==> src/rtl/uart_tx.sv <==
// Memory-mapped 8N1 UART transmitter with a TX FIFO, programmable bit period and drain interrupt.
// Latency: a byte pushed at edge N is popped at N+1 and tx_o falls after N+1. Each frame is 10 bit periods.
// Backpressure: none on the bus. A push into a full FIFO is dropped and the sticky overflow flag is set.
module uart_tx #(
  parameter int          FIFO_DEPTH = 8,
  parameter logic [15:0] DIV_RESET  = 16'd434
) (
  input  logic        clk,
  input  logic        rst,
  input  logic        ce_i,
  input  logic        we_i,
  input  logic [31:0] addr_i,
  input  logic [31:0] data_i,
  output logic [31:0] data_o,
  output logic        tx_o,
  output logic        int_o
);

  localparam int             AW       = $clog2(FIFO_DEPTH);
  localparam logic [AW:0]    FULL_CNT = FIFO_DEPTH[AW:0];

  typedef enum logic [1:0] {IDLE, START, DATA, STOP} state_t;

  // FIFO storage and bookkeeping
  logic [7:0]    mem [FIFO_DEPTH];
  logic [AW-1:0] wr_ptr, rd_ptr;
  logic [AW:0]   count;
  logic          full, empty, push_req, push, pop;

  // Programmable registers
  logic [15:0]   bauddiv, div_eff;
  logic          tx_en, int_en, overflow;

  // Frame engine
  state_t        state;
  logic [7:0]    shreg;
  logic [2:0]    bit_cnt;
  logic [15:0]   baud_cnt;
  logic          tx_q, busy, bit_end;

  logic          wr_sel;
  logic [1:0]    reg_sel;
  logic [31:0]   cnt_ext;
  logic [3:0]    cnt_field;
  logic          unused_bits;

  assign reg_sel  = addr_i[3:2];
  assign wr_sel   = ce_i & we_i;
  assign full     = (count == FULL_CNT);
  assign empty    = (count == '0);
  assign push_req = wr_sel & (reg_sel == 2'd0);
  // Fullness is judged before the edge, so a same-cycle pop never rescues a push into a full FIFO.
  assign push     = push_req & ~full;
  assign busy     = (state != IDLE);
  // A bit period ends when the down-counter has reached 1.
  assign bit_end  = (baud_cnt <= 16'd1);
  assign div_eff  = (bauddiv == 16'd0) ? 16'd1 : bauddiv;
  // Head is taken from IDLE, or straight from the last STOP cycle so back-to-back frames have no gap.
  assign pop      = tx_en & ~empty & ((state == IDLE) | ((state == STOP) & bit_end));
  assign cnt_ext  = 32'(count);
  assign cnt_field = (cnt_ext > 32'd15) ? 4'hF : cnt_ext[3:0];
  assign tx_o     = tx_q;
  assign int_o    = int_en & empty & ~busy;
  assign unused_bits = ^{addr_i[31:4], addr_i[1:0], data_i[31:16]};

  // FIFO pointers, occupancy and storage; pointers wrap naturally at the power-of-two depth
  always_ff @(posedge clk) begin
    if (!rst) begin
      wr_ptr <= '0;
      rd_ptr <= '0;
      count  <= '0;
    end else begin
      if (push) begin
        mem[wr_ptr] <= data_i[7:0];
        wr_ptr      <= wr_ptr + 1'b1;
      end
      if (pop) rd_ptr <= rd_ptr + 1'b1;
      case ({push, pop})
        2'b10:   count <= count + 1'b1;
        2'b01:   count <= count - 1'b1;
        default: ;
      endcase
    end
  end

  // Control, divisor and sticky overflow registers
  always_ff @(posedge clk) begin
    if (!rst) begin
      bauddiv  <= DIV_RESET;
      tx_en    <= 1'b0;
      int_en   <= 1'b0;
      overflow <= 1'b0;
    end else begin
      if (push_req && full)
        overflow <= 1'b1;
      else if (wr_sel && reg_sel == 2'd1 && data_i[3])
        overflow <= 1'b0;
      if (wr_sel && reg_sel == 2'd2) bauddiv <= data_i[15:0];
      if (wr_sel && reg_sel == 2'd3) begin
        tx_en  <= data_i[0];
        int_en <= data_i[1];
      end
    end
  end

  // Frame state machine; the divisor is re-read at every bit boundary so updates apply on the next bit
  always_ff @(posedge clk) begin
    if (!rst) begin
      state    <= IDLE;
      tx_q     <= 1'b1;
      shreg    <= '0;
      bit_cnt  <= '0;
      baud_cnt <= '0;
    end else begin
      case (state)
        IDLE: begin
          if (pop) begin
            shreg    <= mem[rd_ptr];
            baud_cnt <= div_eff;
            tx_q     <= 1'b0;
            state    <= START;
          end
        end
        START: begin
          if (bit_end) begin
            baud_cnt <= div_eff;
            tx_q     <= shreg[0];
            shreg    <= {1'b0, shreg[7:1]};
            bit_cnt  <= '0;
            state    <= DATA;
          end else begin
            baud_cnt <= baud_cnt - 16'd1;
          end
        end
        DATA: begin
          if (bit_end) begin
            baud_cnt <= div_eff;
            if (bit_cnt == 3'd7) begin
              tx_q  <= 1'b1;
              state <= STOP;
            end else begin
              tx_q    <= shreg[0];
              shreg   <= {1'b0, shreg[7:1]};
              bit_cnt <= bit_cnt + 3'd1;
            end
          end else begin
            baud_cnt <= baud_cnt - 16'd1;
          end
        end
        default: begin // STOP
          if (bit_end) begin
            if (pop) begin
              shreg    <= mem[rd_ptr];
              baud_cnt <= div_eff;
              tx_q     <= 1'b0;
              state    <= START;
            end else begin
              state <= IDLE;
            end
          end else begin
            baud_cnt <= baud_cnt - 16'd1;
          end
        end
      endcase
    end
  end

  // Combinational register read-back; zero when not reading
  always_comb begin
    data_o = '0;
    if (ce_i && !we_i) begin
      case (reg_sel)
        2'd1:    data_o = {24'd0, cnt_field, overflow, empty, full, busy};
        2'd2:    data_o = {16'd0, bauddiv};
        2'd3:    data_o = {30'd0, int_en, tx_en};
        default: data_o = '0;
      endcase
    end
  end

endmodule

==> config.mk <==
export PLATFORM = sky130hd
export DESIGN_NAME = uart_tx
export DESIGN_NICKNAME = d
export VERILOG_FILES = /design/src/rtl/uart_tx.sv
export SDC_FILE = /design/constraint.sdc
export NUM_CORES = 1
export LEC_CHECK = 0
export CORE_ASPECT_RATIO = 1.5
export CORE_UTILIZATION = 55
export CTS_CLUSTER_DIAMETER = 60
export DETAILED_ROUTE_END_ITERATION = 10
export HOLD_SLACK_MARGIN = 0.1
export PLACE_DENSITY_LB_ADDON = 0.25
export SLEW_MARGIN = 0
export SYNTH_ARGS = -nofsm -noshare
export SYNTH_HDL_FRONTEND = slang
export SYNTH_SLANG_ARGS = --single-unit
==> constraint.sdc <==
create_clock -name clk -period 5.8 [get_ports clk]
set_input_delay 0.58 -clock clk [delete_from_list [all_inputs] [get_ports clk]]
set_output_delay 0.58 -clock clk [all_outputs]
set_load 0.1 [all_outputs]
==> impl_metrics.ini <==
[outcome]
status = finished clean

[setup_path]
cp_top_family = buffers and inverters
cp.arrival_ps = 3570
worst-endpoint-required_ps = 5220
cp_max_fo = 11
crit_chain = clkdlybuf4s50_1 -> nor2b_1 -> nor2b_1 -> and2_1 -> clkdlybuf4s50_1
cp-end-kind = output pin
critical_path.startpoint_type = primary input
critPathKind = primary input to output pin
crit_path_max_incr_delay_ps = 1130
critPathBufInv = 2
critPathSlowestCell = clkdlybuf4s50_1

[pwr]
comb_power_share_pct = 34.6
p_leak_nw = 2.69
p_clk_share_pct = 33.7
power.share.sequential_pct = 31.7
p_int_mw = 2.04
switching_share_pct = 36.2
total_power_mw = 3.20
irDropWorstVdd_mv = 0.297
switchingPower_mw = 1.16
power_density_nw_per_um2 = 425

[route]
drc_errors = 0
dr_wl_met2_um = 8990
top_layer = met4
wl_met1_um = 5950
drtIter0Drc = 460
via_per_inst = 6.20
routed_wl_um = 16500
dr.pass1.iters = 5
dr_wl_met3_um = 970
ant_nets = 0
wl_per_cell_um = 19.5
vias = 5256

[sta]
rsz0062_at_grt = no
fin_crit_sh_pct = 71.6
skew_ps = 8.17
timing.hold.ws_ps = 460
finalHoldViolCount = 0
min_period_ps = 4150
setup-tns-final_ps = 0
tightest_slew_ps = 1090
setup-violations-final = 0
drv_slew = 0
max_freq_mhz = 241
slew_headroom_pct = 27.0

[clock_tree]
htreeDepth = 4
cts_setup_buffers = 0
postCtsHoldBufs = 0
cts_root_buf = clkbuf_16
ctsResizeCount = 0
cts_sinks = 126
clk_pin_slew_ps = 50
cts_tree = built
clk_latency_ps = 420
clk_path_buf_depth = 2
cts_buffers = 17

[floorplan]
die_h_um = 135
die_area_sq_um = 12200
rows = 48
fp.coreArea_sq_um = 11500
ios = 102
die_x_um = 90.7
initial_core_util_pct = 56.6

[finish]
ff_latch_area_sq_um = 3160
diodes = 0
multiInputGateArea_sq_um = 3020
syn_to_final_growth_pct = 15.8
nets = 767
nFillCells = 898
fin_util_pct = 65.5
drive_gt1_share_pct = 10.2

[logic_synthesis]
synthArstFlopShare_pct = 0
synthTopCellsByArea = edfxtp_1, dfxtp_1, nand2_1
yosys.cell_types.count = 70
yosysTopAreaCell = edfxtp_1
syn_area_sq_um = 6490
ys_ff_latch = 126
post-synth-top-count-cell = nand2_1
ys_seq_area_share_pct = 48.7
synthFlopType = edfxtp_1
synthTopCellsByCount = nand2_1, edfxtp_1, nor2_1
avgSynthCellArea_sq_um = 9.85
yosysWarnings = 0
yosysTopAreaCellShare_pct = 29.6
synth_edf_count = 64
synth_cells = 659

[global_routing]
grt_use_total_pct = 28.0
grt_pass1_wl_um = 26100
grt_overflow_total = 0
grt_max_degree = 38
antenna_found_initial = 0
grt_pass1_vias = 5175

[placed_design]
dpl.hpwl_um = 11000
place_congestion = 0.897
io_buffers = 39

[run]
drv_cap = 0

[hold_path]
hold_class = flop to flop
==> worst min-delay path, delay by kind of cell (launching register included) <==
kind            cells  cell delay, ps
compound gates      1              50
flops               1             310
simple gates        1              50
==> final timing paths <==
check / from / to / slack [ps] / cells after the start
min reg2reg: bit_cnt[1] / bit_cnt[1] / 460 / 2
min: bit_cnt[1] / bit_cnt[1] / 460 / 2
max reg2reg: baud_cnt[6] / count[2] / 2030 / 12
max: addr_i[3] / data_o[8] / 1650 / 5
==> layer usage <==
layer	global-route usage (%)	vias to the layer above
li1	-	2414
met1	31.0	2565
met2	50.4	225
met3	4.39	52
met4	16.9	0
met5	0	-
==> area by class of cell <==
type                    instances  area share [%]
clock buffers                  21            6.00
well taps                     150            2.50
inverters                      20           0.999
multi-input cells             469            40.1
repair buffers                 51            6.39
flip-flops and latches        126            42.1
clock inverters                11            1.88
==> registers in the layout, summed over array words and instances, names as in the netlist, named ones only <==
name,count
baud_cnt,16
bauddiv,16
bit_cnt,3
count,4
int_en,1
mem,64
overflow,1
rd_ptr,3
shreg,8
state,2
tx_en,1
tx_o,1
wr_ptr,3
==> through the flow <==
stage / worst slack [ps] / instances / instance area, sq um
global placement: 1770 / 816 / 6920
detailed placement: 1650 / 816 / 6920
global route: 1440 / 848 / 7510
finish: 1650 / 848 / 7510
floorplan: 2590 / 674 / 6550
CTS: 1660 / 848 / 7510
==> cell families after synthesis <==
kind of cell	Yosys count	share of synthesized area, %
flip-flops	126	48.7
AO/OA/AOI/OAI	141	14.1
multiplexers	36	8.72
AND/OR/NAND/NOR	247	18.0
adder cells (fa/ha/maj)	14	2.70
buffers and inverters	79	5.65
XOR/XNOR	15	2.02
other	1	0.0578
==> cell usage in the layout, fill, tap and decap left out, drive strengths merged, types with 16 or more instances in the layout <==
cell type / netlist / final
o21ai: 26 / 26
mux2i: 16 / 16
mux4: 16 / 16
clkdlybuf4s50: 0 / 39
clkbuf: 39 / 21
edfxtp: 64 / 64
dfxtp: 62 / 62
conb: 1 / 16
nand3: 16 / 16
inv: 20 / 22
a21oi: 48 / 48
nor2: 63 / 63
nand2: 97 / 97
==> power groups by stage <==
stage | sequential (mW) | clock (mW) | combinational [mW]
2_1_floorplan | 1.02 | 0 | 0.877
3_3_place_gp | 1.03 | 0 | 1.04
3_5_place_dp | 1.03 | 0 | 1.08
4_1_cts | 1.01 | 1.08 | 1.09
5_1_grt | 1.02 | 1.12 | 1.20
6_report | 1.01 | 1.08 | 1.11
No activity file was read; power rests on OpenSTA's default activity.
